<file path="config.mk">
export PLATFORM = sky130hd
export DESIGN_NAME = decoder_stage_flat
export DESIGN_NICKNAME = d
export VERILOG_FILES = /design/src/rtl/decoder_stage_if.sv /design/src/rtl/decoder_stage.sv /design/src/flat_wrapper.sv
export SDC_FILE = /design/constraint.sdc
export NUM_CORES = 1
export LEC_CHECK = 0
export ABC_CLOCK_PERIOD_IN_PS = 2500
export CORE_MARGIN = 2
export CORE_UTILIZATION = 30
export DETAILED_ROUTE_END_ITERATION = 6
export GPL_ROUTABILITY_DRIVEN = 1
export PLACE_DENSITY = 0.59
export SETUP_SLACK_MARGIN = 0.02
export SLEW_MARGIN = 40
export SYNTH_ARGS = -nofsm -noshare
export SYNTH_HDL_FRONTEND = slang
export SYNTH_SLANG_ARGS = --single-unit
</file>
<file path="constraint.sdc">
create_clock -name I_clk -period 2.5 [get_ports I_clk]
set_input_delay 0.5 -clock I_clk [delete_from_list [all_inputs] [get_ports I_clk]]
set_output_delay 0.5 -clock I_clk [all_outputs]
set_load 0.03 [all_outputs]
</file>
<file path="src/rtl/decoder_stage_if.sv">
// rtl/decoder_stage_if.sv - fetch-side and exec-side signals of the RV32 decode stage
interface decoder_stage_if #(
  parameter int XLEN     = 32,
  parameter int BRMASK_W = 6
);
  logic                I_flush;
  logic                I_valid;
  logic                O_ready;
  logic [XLEN-1:0]     I_instr;
  logic [XLEN-1:0]     I_pc;
  logic                O_valid;
  logic                I_ready;
  logic [XLEN-1:0]     O_pc;
  logic [4:0]          O_rs1;
  logic [4:0]          O_rs2;
  logic [4:0]          O_rd;
  logic [XLEN-1:0]     O_imm;
  logic [BRMASK_W-1:0] O_branchmask;
  logic [4:0]          O_alu_oper;
  logic                O_alu_s1_sel;
  logic [1:0]          O_alu_s2_sel;
  logic [2:0]          O_next_stage;
  logic                O_wb_from_alu;
  logic                O_wb_from_imm;
  logic                O_next_pc_from_alu;
  logic [1:0]          O_reg_input_sel;
  logic                O_illegal;

  modport master (
    output I_flush, I_valid, I_instr, I_pc, I_ready,
    input  O_ready, O_valid, O_pc, O_rs1, O_rs2, O_rd, O_imm, O_branchmask,
           O_alu_oper, O_alu_s1_sel, O_alu_s2_sel, O_next_stage, O_wb_from_alu,
           O_wb_from_imm, O_next_pc_from_alu, O_reg_input_sel, O_illegal
  );

  modport slave (
    input  I_flush, I_valid, I_instr, I_pc, I_ready,
    output O_ready, O_valid, O_pc, O_rs1, O_rs2, O_rd, O_imm, O_branchmask,
           O_alu_oper, O_alu_s1_sel, O_alu_s2_sel, O_next_stage, O_wb_from_alu,
           O_wb_from_imm, O_next_pc_from_alu, O_reg_input_sel, O_illegal
  );
endinterface

</file>
<file path="src/rtl/decoder_stage.sv">
// rtl/decoder_stage.sv - registered RV32 decode stage with illegal detection and optional skid buffer
module decoder_stage #(
  parameter int XLEN     = 32,
  parameter bit ENABLE_M = 1'b1,
  parameter bit SKID     = 1'b1,
  parameter int BRMASK_W = 6
) (
  input  logic            I_clk,
  input  logic            I_rst_n,
  decoder_stage_if.slave  bus
);
  localparam logic [4:0] ALUOP_ADD  = 5'd0;
  localparam logic [4:0] ALUOP_SUB  = 5'd1;
  localparam logic [4:0] ALUOP_SLL  = 5'd2;
  localparam logic [4:0] ALUOP_SLT  = 5'd3;
  localparam logic [4:0] ALUOP_SLTU = 5'd4;
  localparam logic [4:0] ALUOP_XOR  = 5'd5;
  localparam logic [4:0] ALUOP_SRL  = 5'd6;
  localparam logic [4:0] ALUOP_SRA  = 5'd7;
  localparam logic [4:0] ALUOP_OR   = 5'd8;
  localparam logic [4:0] ALUOP_AND  = 5'd9;
  localparam logic [4:0] ALUOP_MUL  = 5'd10;

  localparam logic       MUX_ALUDAT1_REGVAL1 = 1'b0;
  localparam logic       MUX_ALUDAT1_PC      = 1'b1;
  localparam logic [1:0] MUX_ALUDAT2_REGVAL2 = 2'd0;
  localparam logic [1:0] MUX_ALUDAT2_IMM     = 2'd1;
  localparam logic [1:0] MUX_REGINPUT_ALU    = 2'd0;
  localparam logic [1:0] MUX_REGINPUT_IMM    = 2'd1;

  localparam logic [2:0] EXEC_TO_FETCH  = 3'd0;
  localparam logic [2:0] EXEC_TO_LOAD   = 3'd1;
  localparam logic [2:0] EXEC_TO_STORE  = 3'd2;
  localparam logic [2:0] EXEC_TO_BRANCH = 3'd3;
  localparam logic [2:0] EXEC_TO_SYSTEM = 3'd4;
  localparam logic [2:0] EXEC_TO_TRAP   = 3'd5;

  localparam logic [6:0] OPC_LOAD    = 7'b0000011;
  localparam logic [6:0] OPC_MISCMEM = 7'b0001111;
  localparam logic [6:0] OPC_OPIMM   = 7'b0010011;
  localparam logic [6:0] OPC_AUIPC   = 7'b0010111;
  localparam logic [6:0] OPC_STORE   = 7'b0100011;
  localparam logic [6:0] OPC_OP      = 7'b0110011;
  localparam logic [6:0] OPC_LUI     = 7'b0110111;
  localparam logic [6:0] OPC_BRANCH  = 7'b1100011;
  localparam logic [6:0] OPC_JALR    = 7'b1100111;
  localparam logic [6:0] OPC_JAL     = 7'b1101111;
  localparam logic [6:0] OPC_SYSTEM  = 7'b1110011;

  typedef struct packed {
    logic [XLEN-1:0]     pc;
    logic [4:0]          rs1;
    logic [4:0]          rs2;
    logic [4:0]          rd;
    logic [XLEN-1:0]     imm;
    logic [BRMASK_W-1:0] branchmask;
    logic [4:0]          alu_oper;
    logic                alu_s1_sel;
    logic [1:0]          alu_s2_sel;
    logic [2:0]          next_stage;
    logic                wb_from_alu;
    logic                wb_from_imm;
    logic                next_pc_from_alu;
    logic [1:0]          reg_input_sel;
    logic                illegal;
  } bundle_t;

  typedef enum logic [1:0] {ST_EMPTY, ST_ONE, ST_TWO} state_t;

  function automatic logic [4:0] base_op(input logic [2:0] f3);
    case (f3)
      3'b000:  base_op = ALUOP_ADD;
      3'b001:  base_op = ALUOP_SLL;
      3'b010:  base_op = ALUOP_SLT;
      3'b011:  base_op = ALUOP_SLTU;
      3'b100:  base_op = ALUOP_XOR;
      3'b101:  base_op = ALUOP_SRL;
      3'b110:  base_op = ALUOP_OR;
      default: base_op = ALUOP_AND;
    endcase
  endfunction

  bundle_t     dec;
  bundle_t     head_q, head_d, tail_q, tail_d;
  state_t      state_q, state_d;
  logic [31:0] instr;
  logic [6:0]  opc;
  logic [6:0]  f7;
  logic [2:0]  f3;
  logic        ill;
  logic        out_valid, in_ready, accept, pop;

  assign instr = bus.I_instr;
  assign opc   = instr[6:0];
  assign f3    = instr[14:12];
  assign f7    = instr[31:25];

  always_comb begin
    dec               = '0;
    dec.pc            = bus.I_pc;
    dec.rs1           = instr[19:15];
    dec.rs2           = instr[24:20];
    dec.rd            = instr[11:7];
    dec.imm           = {{20{instr[31]}}, instr[31:20]};
    dec.alu_oper      = ALUOP_ADD;
    dec.alu_s1_sel    = MUX_ALUDAT1_REGVAL1;
    dec.alu_s2_sel    = MUX_ALUDAT2_REGVAL2;
    dec.next_stage    = EXEC_TO_FETCH;
    dec.reg_input_sel = MUX_REGINPUT_ALU;
    ill               = 1'b0;
    case (opc)
      OPC_OP: begin
        dec.wb_from_alu = 1'b1;
        case (f7)
          7'b0000000: dec.alu_oper = base_op(f3);
          7'b0100000: begin
            if (f3 == 3'b000)      dec.alu_oper = ALUOP_SUB;
            else if (f3 == 3'b101) dec.alu_oper = ALUOP_SRA;
            else                   ill = 1'b1;
          end
          7'b0000001: begin
            // MUL..REMU are contiguous codes ordered by funct3
            if (ENABLE_M) dec.alu_oper = ALUOP_MUL + {2'b00, f3};
            else          ill = 1'b1;
          end
          default: ill = 1'b1;
        endcase
      end
      OPC_OPIMM: begin
        dec.wb_from_alu = 1'b1;
        dec.alu_s2_sel  = MUX_ALUDAT2_IMM;
        dec.alu_oper    = base_op(f3);
        if (f3 == 3'b001 && f7 != 7'b0000000) ill = 1'b1;
        if (f3 == 3'b101) begin
          if (f7 == 7'b0100000)      dec.alu_oper = ALUOP_SRA;
          else if (f7 != 7'b0000000) ill = 1'b1;
        end
      end
      OPC_LOAD: begin
        dec.alu_s2_sel = MUX_ALUDAT2_IMM;
        dec.next_stage = EXEC_TO_LOAD;
      end
      OPC_STORE: begin
        dec.imm        = {{20{instr[31]}}, instr[31:25], instr[11:7]};
        dec.alu_s2_sel = MUX_ALUDAT2_IMM;
        dec.next_stage = EXEC_TO_STORE;
      end
      OPC_JAL, OPC_JALR: begin
        if (opc == OPC_JAL) begin
          dec.imm        = {{11{instr[31]}}, instr[31], instr[19:12], instr[20], instr[30:21], 1'b0};
          dec.alu_s1_sel = MUX_ALUDAT1_PC;
        end
        dec.alu_s2_sel       = MUX_ALUDAT2_IMM;
        dec.wb_from_alu      = 1'b1;
        dec.next_pc_from_alu = 1'b1;
      end
      OPC_BRANCH: begin
        dec.imm        = {{19{instr[31]}}, instr[31], instr[7], instr[30:25], instr[11:8], 1'b0};
        dec.next_stage = EXEC_TO_BRANCH;
        case (f3)
          3'b000:  dec.branchmask = BRMASK_W'(1) << 0;
          3'b001:  dec.branchmask = BRMASK_W'(1) << 1;
          3'b100:  dec.branchmask = BRMASK_W'(1) << 2;
          3'b101:  dec.branchmask = BRMASK_W'(1) << 3;
          3'b110:  dec.branchmask = BRMASK_W'(1) << 4;
          3'b111:  dec.branchmask = BRMASK_W'(1) << 5;
          default: ill = 1'b1;
        endcase
      end
      OPC_AUIPC: begin
        dec.imm         = {instr[31:12], 12'b0};
        dec.alu_s1_sel  = MUX_ALUDAT1_PC;
        dec.alu_s2_sel  = MUX_ALUDAT2_IMM;
        dec.wb_from_alu = 1'b1;
      end
      OPC_LUI: begin
        dec.imm           = {instr[31:12], 12'b0};
        dec.wb_from_imm   = 1'b1;
        dec.reg_input_sel = MUX_REGINPUT_IMM;
      end
      OPC_MISCMEM: dec.next_stage = EXEC_TO_FETCH;
      OPC_SYSTEM:  dec.next_stage = EXEC_TO_SYSTEM;
      default:     ill = 1'b1;
    endcase
    if (ill || instr[1:0] != 2'b11 || instr == 32'h0 || instr == 32'hFFFF_FFFF) begin
      dec.illegal          = 1'b1;
      dec.next_stage       = EXEC_TO_TRAP;
      dec.alu_oper         = ALUOP_ADD;
      dec.alu_s1_sel       = MUX_ALUDAT1_REGVAL1;
      dec.alu_s2_sel       = MUX_ALUDAT2_REGVAL2;
      dec.wb_from_alu      = 1'b0;
      dec.wb_from_imm      = 1'b0;
      dec.next_pc_from_alu = 1'b0;
      dec.reg_input_sel    = MUX_REGINPUT_ALU;
      dec.branchmask       = '0;
    end
  end

  assign out_valid = (state_q != ST_EMPTY);
  assign in_ready  = SKID ? (state_q != ST_TWO) : (!out_valid || bus.I_ready);
  assign accept    = bus.I_valid && in_ready;
  assign pop       = out_valid && bus.I_ready;

  always_comb begin
    state_d = state_q;
    head_d  = head_q;
    tail_d  = tail_q;
    if (bus.I_flush) begin
      state_d = ST_EMPTY;
    end else begin
      case (state_q)
        ST_EMPTY: if (accept) begin
          head_d  = dec;
          state_d = ST_ONE;
        end
        ST_ONE: begin
          // without SKID accept implies pop here, so TWO is unreachable
          if (accept && pop) begin
            head_d = dec;
          end else if (accept) begin
            tail_d  = dec;
            state_d = ST_TWO;
          end else if (pop) begin
            state_d = ST_EMPTY;
          end
        end
        ST_TWO: if (pop) begin
          head_d  = tail_q;
          state_d = ST_ONE;
        end
        default: state_d = ST_EMPTY;
      endcase
    end
  end

  always_ff @(posedge I_clk or negedge I_rst_n) begin
    if (!I_rst_n) begin
      state_q <= ST_EMPTY;
      head_q  <= '0;
      tail_q  <= '0;
    end else begin
      state_q <= state_d;
      head_q  <= head_d;
      tail_q  <= tail_d;
    end
  end

  assign bus.O_valid            = out_valid;
  assign bus.O_ready            = in_ready;
  assign bus.O_pc               = head_q.pc;
  assign bus.O_rs1              = head_q.rs1;
  assign bus.O_rs2              = head_q.rs2;
  assign bus.O_rd               = head_q.rd;
  assign bus.O_imm              = head_q.imm;
  assign bus.O_branchmask       = head_q.branchmask;
  assign bus.O_alu_oper         = head_q.alu_oper;
  assign bus.O_alu_s1_sel       = head_q.alu_s1_sel;
  assign bus.O_alu_s2_sel       = head_q.alu_s2_sel;
  assign bus.O_next_stage       = head_q.next_stage;
  assign bus.O_wb_from_alu      = head_q.wb_from_alu;
  assign bus.O_wb_from_imm      = head_q.wb_from_imm;
  assign bus.O_next_pc_from_alu = head_q.next_pc_from_alu;
  assign bus.O_reg_input_sel    = head_q.reg_input_sel;
  assign bus.O_illegal          = head_q.illegal;
endmodule

</file>
<file path="src/flat_wrapper.sv">
// flat-port wrapper written by rule: the top's interface ports become plain ports
module decoder_stage_flat 
#(
  parameter int XLEN     = 32,
  parameter bit ENABLE_M = 1'b1,
  parameter bit SKID     = 1'b1,
  parameter int BRMASK_W = 6
)
  (I_clk, I_rst_n, bus_I_flush, bus_I_valid, bus_I_instr, bus_I_pc, bus_I_ready, bus_O_ready, bus_O_valid, bus_O_pc, bus_O_rs1, bus_O_rs2, bus_O_rd, bus_O_imm, bus_O_branchmask, bus_O_alu_oper, bus_O_alu_s1_sel, bus_O_alu_s2_sel, bus_O_next_stage, bus_O_wb_from_alu, bus_O_wb_from_imm, bus_O_next_pc_from_alu, bus_O_reg_input_sel, bus_O_illegal);
  decoder_stage_if #(.XLEN(XLEN), .BRMASK_W(BRMASK_W)) bus_i ();
  input  logic I_clk;
  input  logic I_rst_n;
  input wire logic [$bits(bus_i.I_flush)-1:0] bus_I_flush;
  input wire logic [$bits(bus_i.I_valid)-1:0] bus_I_valid;
  input wire logic [$bits(bus_i.I_instr)-1:0] bus_I_instr;
  input wire logic [$bits(bus_i.I_pc)-1:0] bus_I_pc;
  input wire logic [$bits(bus_i.I_ready)-1:0] bus_I_ready;
  output wire logic [$bits(bus_i.O_ready)-1:0] bus_O_ready;
  output wire logic [$bits(bus_i.O_valid)-1:0] bus_O_valid;
  output wire logic [$bits(bus_i.O_pc)-1:0] bus_O_pc;
  output wire logic [$bits(bus_i.O_rs1)-1:0] bus_O_rs1;
  output wire logic [$bits(bus_i.O_rs2)-1:0] bus_O_rs2;
  output wire logic [$bits(bus_i.O_rd)-1:0] bus_O_rd;
  output wire logic [$bits(bus_i.O_imm)-1:0] bus_O_imm;
  output wire logic [$bits(bus_i.O_branchmask)-1:0] bus_O_branchmask;
  output wire logic [$bits(bus_i.O_alu_oper)-1:0] bus_O_alu_oper;
  output wire logic [$bits(bus_i.O_alu_s1_sel)-1:0] bus_O_alu_s1_sel;
  output wire logic [$bits(bus_i.O_alu_s2_sel)-1:0] bus_O_alu_s2_sel;
  output wire logic [$bits(bus_i.O_next_stage)-1:0] bus_O_next_stage;
  output wire logic [$bits(bus_i.O_wb_from_alu)-1:0] bus_O_wb_from_alu;
  output wire logic [$bits(bus_i.O_wb_from_imm)-1:0] bus_O_wb_from_imm;
  output wire logic [$bits(bus_i.O_next_pc_from_alu)-1:0] bus_O_next_pc_from_alu;
  output wire logic [$bits(bus_i.O_reg_input_sel)-1:0] bus_O_reg_input_sel;
  output wire logic [$bits(bus_i.O_illegal)-1:0] bus_O_illegal;
  assign bus_i.I_flush = bus_I_flush;
  assign bus_i.I_valid = bus_I_valid;
  assign bus_i.I_instr = bus_I_instr;
  assign bus_i.I_pc = bus_I_pc;
  assign bus_i.I_ready = bus_I_ready;
  assign bus_O_ready = bus_i.O_ready;
  assign bus_O_valid = bus_i.O_valid;
  assign bus_O_pc = bus_i.O_pc;
  assign bus_O_rs1 = bus_i.O_rs1;
  assign bus_O_rs2 = bus_i.O_rs2;
  assign bus_O_rd = bus_i.O_rd;
  assign bus_O_imm = bus_i.O_imm;
  assign bus_O_branchmask = bus_i.O_branchmask;
  assign bus_O_alu_oper = bus_i.O_alu_oper;
  assign bus_O_alu_s1_sel = bus_i.O_alu_s1_sel;
  assign bus_O_alu_s2_sel = bus_i.O_alu_s2_sel;
  assign bus_O_next_stage = bus_i.O_next_stage;
  assign bus_O_wb_from_alu = bus_i.O_wb_from_alu;
  assign bus_O_wb_from_imm = bus_i.O_wb_from_imm;
  assign bus_O_next_pc_from_alu = bus_i.O_next_pc_from_alu;
  assign bus_O_reg_input_sel = bus_i.O_reg_input_sel;
  assign bus_O_illegal = bus_i.O_illegal;
  decoder_stage #(.XLEN(XLEN), .ENABLE_M(ENABLE_M), .SKID(SKID), .BRMASK_W(BRMASK_W)) u_core (.I_clk(I_clk), .I_rst_n(I_rst_n), .bus(bus_i));
endmodule
</file>
==> results by group <==
Floorplanning
  – Io pins: 173
  – Row cnt: 64
  – Die Height: 179 um
  – Width of the die: 179 um
  – Die area: 0.0321 mm2
  – Core region area: 0.0303 mm2
  – Initial Util: 30.3%

STA
  – Slew Viols, Final: 0
  – Max Clk Rate: 427 MHz
  – Period minus WS final: 2.34 ns
  – Worst rel slew slack: 50.7%
  – Endpoints failing hold: 0
  – Min Hold Slack: 0.0380 ns
  – Post-route setup slack: 0.159 ns
  – RSZ-0062 raised after global routing: false
  – Setup violations, final: 0
  – Final period utilization: 93.6%
  – Clock skew: 0.0111 ns
  – Worst Tran Pin Value: 0.738 ns

Clock tree
  – CTS tree: done
  – Hold_buf cts: 0
  – CTS root buf: clkbuf_16
  – Worst skew pair latency: 0.43 ns
  – Post-CTS Setup Repair Bufs: 0
  – Reg clk slew, reported paths: 0.08 ns
  – Post-CTS resize count: 0
  – H-Tree Depth: 4
  – TritonCTS buffer count: 17
  – Clock sinks: 200
  – Max clock buf depth: 2

Synth
  – Register area share after synthesis: 54.4%
  – Syn Inst Count: 1,067
  – Top_reg_cell synth: dfrtp_1
  – Netlist cell types: 63
  – Syn_area_per_cell: 8.62 um2
  – EDFF count, synth: 0
  – Fraction of registers with async set/reset: 100%
  – Ys Warns: 0
  – Flops & latches, synth: 200
  – Synth Cell Area: 0.00920 mm2

Global routing
  – Vias in the first global route: 7,849
  – First-pass GRT wire length: 44,500 um
  – Largest net degree at the start of global routing: 106
  – GRT Overall Usage: 18.1%
  – Initial antenna violation count: 1
  – Grt ovf: 0

Setup path
  – Crit-path cells: clkdlybuf4s50_1 -> or4_4 -> or2_0 -> o311ai_1 -> or3b_1 -> o21ai_0
  – R2r setup slk: 0.65 ns
  – CP max stage delay: 0.59 ns
  – WS Path Type: input pin to flip-flop
  – Crit. End Element: flip-flop
  – Worst Reg-to-Reg Cells: 5
  – Worst EP required: 2.85 ns
  – CP bufs+invs: 1
  – Top delay family on crit path: simple AND/OR/NAND/NOR gates
  – Worst path slowest cell: or4_4
  – R2R Path End: u_core.tail_q[42]$_DFFE_PN0P_
  – Critical path arrival: 2.69 ns
  – Worst r2r src: u_core.state_q[0]$_DFFE_PN0P_
  – Startpoint types: input pin
  – Worst-path fanout max: 3

Power and ir drop
  – Leakage power: 5.59 nW
  – PD cells: 766 mW/mm2
  – Peak VDD IR: 453 uV
  – Pwr Total: 0.00952 W

Min path
  – Worst min-delay path category: input pin to async pin

Drt
  – Iter 0 DRT Violations: 554
  – Antenna Violating Nets Remaining: 0
  – Vias: 8,175
  – Drt wl/cell: 16.9 um
  – Residual DRC: 0
  – TritonRoute pass-1 iters: 5
  – WL final: 28,200 um
  – Vias per cell: 4.90

Final layout
  – Fin cells: 1,667
  – Area Growth Syn to Fin: 35.1%
  – Multi-input logic area: 0.00384 mm2
  – NumNets Final: 1,329
  – Most frequent cells in the layout: nand2_1, dfrtp_1, clkdlybuf4s50_1
  – Most common cell after layout, fill and taps aside: nand2_1
  – Share of layout cells above drive strength 1: 10.3%
  – Fin util: 40.9%
  – Storage cell area: 0.00500 mm2
  – Fill count: 3,006

Job
  – Max Cap Viol: 0

Outcome
  – Status: completed

Place
  – Dpl ws: -0.259 ns
  – Routability congestion estimate: 0.888
  – Dpl cells: 1,634
  – HPWL Detailed: 19,400 um
  – I/O Buffers: 170
sequential cells by signal, summed over array words and instances (netlist names), 2 cells and up:
| name | flops |
|---|---|
| u_core.bus.O_imm | 32 |
| u_core.bus.O_pc | 32 |
| u_core.state_q | 2 |
| u_core.bus.O_rd | 5 |
| u_core.bus.O_rs1 | 5 |
| u_core.tail_q | 99 |
| u_core.bus.O_rs2 | 5 |
| u_core.bus.O_branchmask | 6 |
| u_core.bus.O_next_stage | 3 |
| u_core.bus.O_alu_oper | 5 |
power breakdown:
group | switching, W | internal, W
logic | 0.00143 | 0.00104
registers | 0.000351 | 0.00387
clock network | 0.00130 | 0.00152
metal layers:
metal,GRT usage (%),part of all wire (%),vias to the layer above
li1,-,-,4009
met2,30.4,49,215
met1,23.7,44,3922
met3,2.80,4.3,29
met4,5.89,2.2,0
met5,0,0,-
how the worst max path moves through the flow:
stage / start / endpoint / slack [ns] / cells after the start
CTS: u_core.state_q[1]$_DFFE_PN0P_ / bus_O_ready / 0.16 / 3
floorplan: bus_I_instr[2] / u_core.bus.O_branchmask[0]$_DFFE_PN0P_ / 0.36 / 8
detailed placement: bus_I_instr[31] / u_core.tail_q[12]$_DFFE_PN0P_ / -0.26 / 6
global placement: bus_I_instr[31] / u_core.tail_q[12]$_DFFE_PN0P_ / -0.27 / 6
finish: bus_I_instr[31] / u_core.bus.O_alu_oper[0]$_DFFE_PN0P_ / 0.16 / 6
global route: bus_I_instr[31] / u_core.tail_q[12]$_DFFE_PN0P_ / 0.08 / 6
cells in the mapped netlist (3+ instances only):
cell type,number,area (um2)
a211oi_1,11,82.6
a21o_1,23,173
a21oi_1,54,270
a22o_1,3,26.3
a22oi_1,7,52.6
a31oi_1,74,463
a32oi_1,3,26.3
and2_1,4,25.0
and3_1,3,18.8
buf_1,5,18.8
buf_2,3,15.0
buf_4,3,22.5
clkbuf_1,68,255
dfrtp_1,200,5000
ha_1,3,37.5
inv_1,7,26.3
nand2_1,327,1230
nand2b_1,5,31.3
nand3_1,24,120
nand4_1,6,37.5
nor2_1,101,379
nor2b_1,7,43.8
nor3_1,7,35.0
nor4_1,4,25.0
o211ai_1,5,37.5
o21a_1,3,22.5
o21ai_0,58,290
o22a_1,3,26.3
o22ai_1,3,18.8
o31ai_1,4,30.0
cell families (layout without fill, tap and decap cells):
| family | Yosys count | count (layout) | synth area share (%) |
|---|---|---|---|
| DFF | 200 | 200 | 54.4 |
| xor gates and xnor gates | 2 | 2 | 0.191 |
| adders and majority gates | 3 | 3 | 0.408 |
| muxes | 1 | 1 | 0.109 |
| and+or+nand+nor | 511 | 511 | 23.3 |
| AOI/OAI and AO/OA | 259 | 259 | 17.3 |
| buffers and inverters | 90 | 292 | 4.15 |
| other | 1 | 3 | 0.0408 |
metrics by stage:
step / setup TNS [ns] / cell area (um2)
CTS: 0 / 12400
global route: 0 / 12400
floorplan: 0 / 9200
global placement: -5.17 / 11800
finish: 0 / 12400
detailed placement: -6.48 / 11800
final cells by class:
class | instances | share of cell area [%]
clock buffers | 20 | 3.60
flip-flops and latches | 200 | 40.3
clock inverters | 12 | 1.12
multi-input cells | 778 | 30.9
repair buffers | 252 | 19.8
inverters | 8 | 0.252
well taps | 396 | 3.99
diodes | 1 | 0.0201
Note: power is estimated with default switching activity, not from simulation.
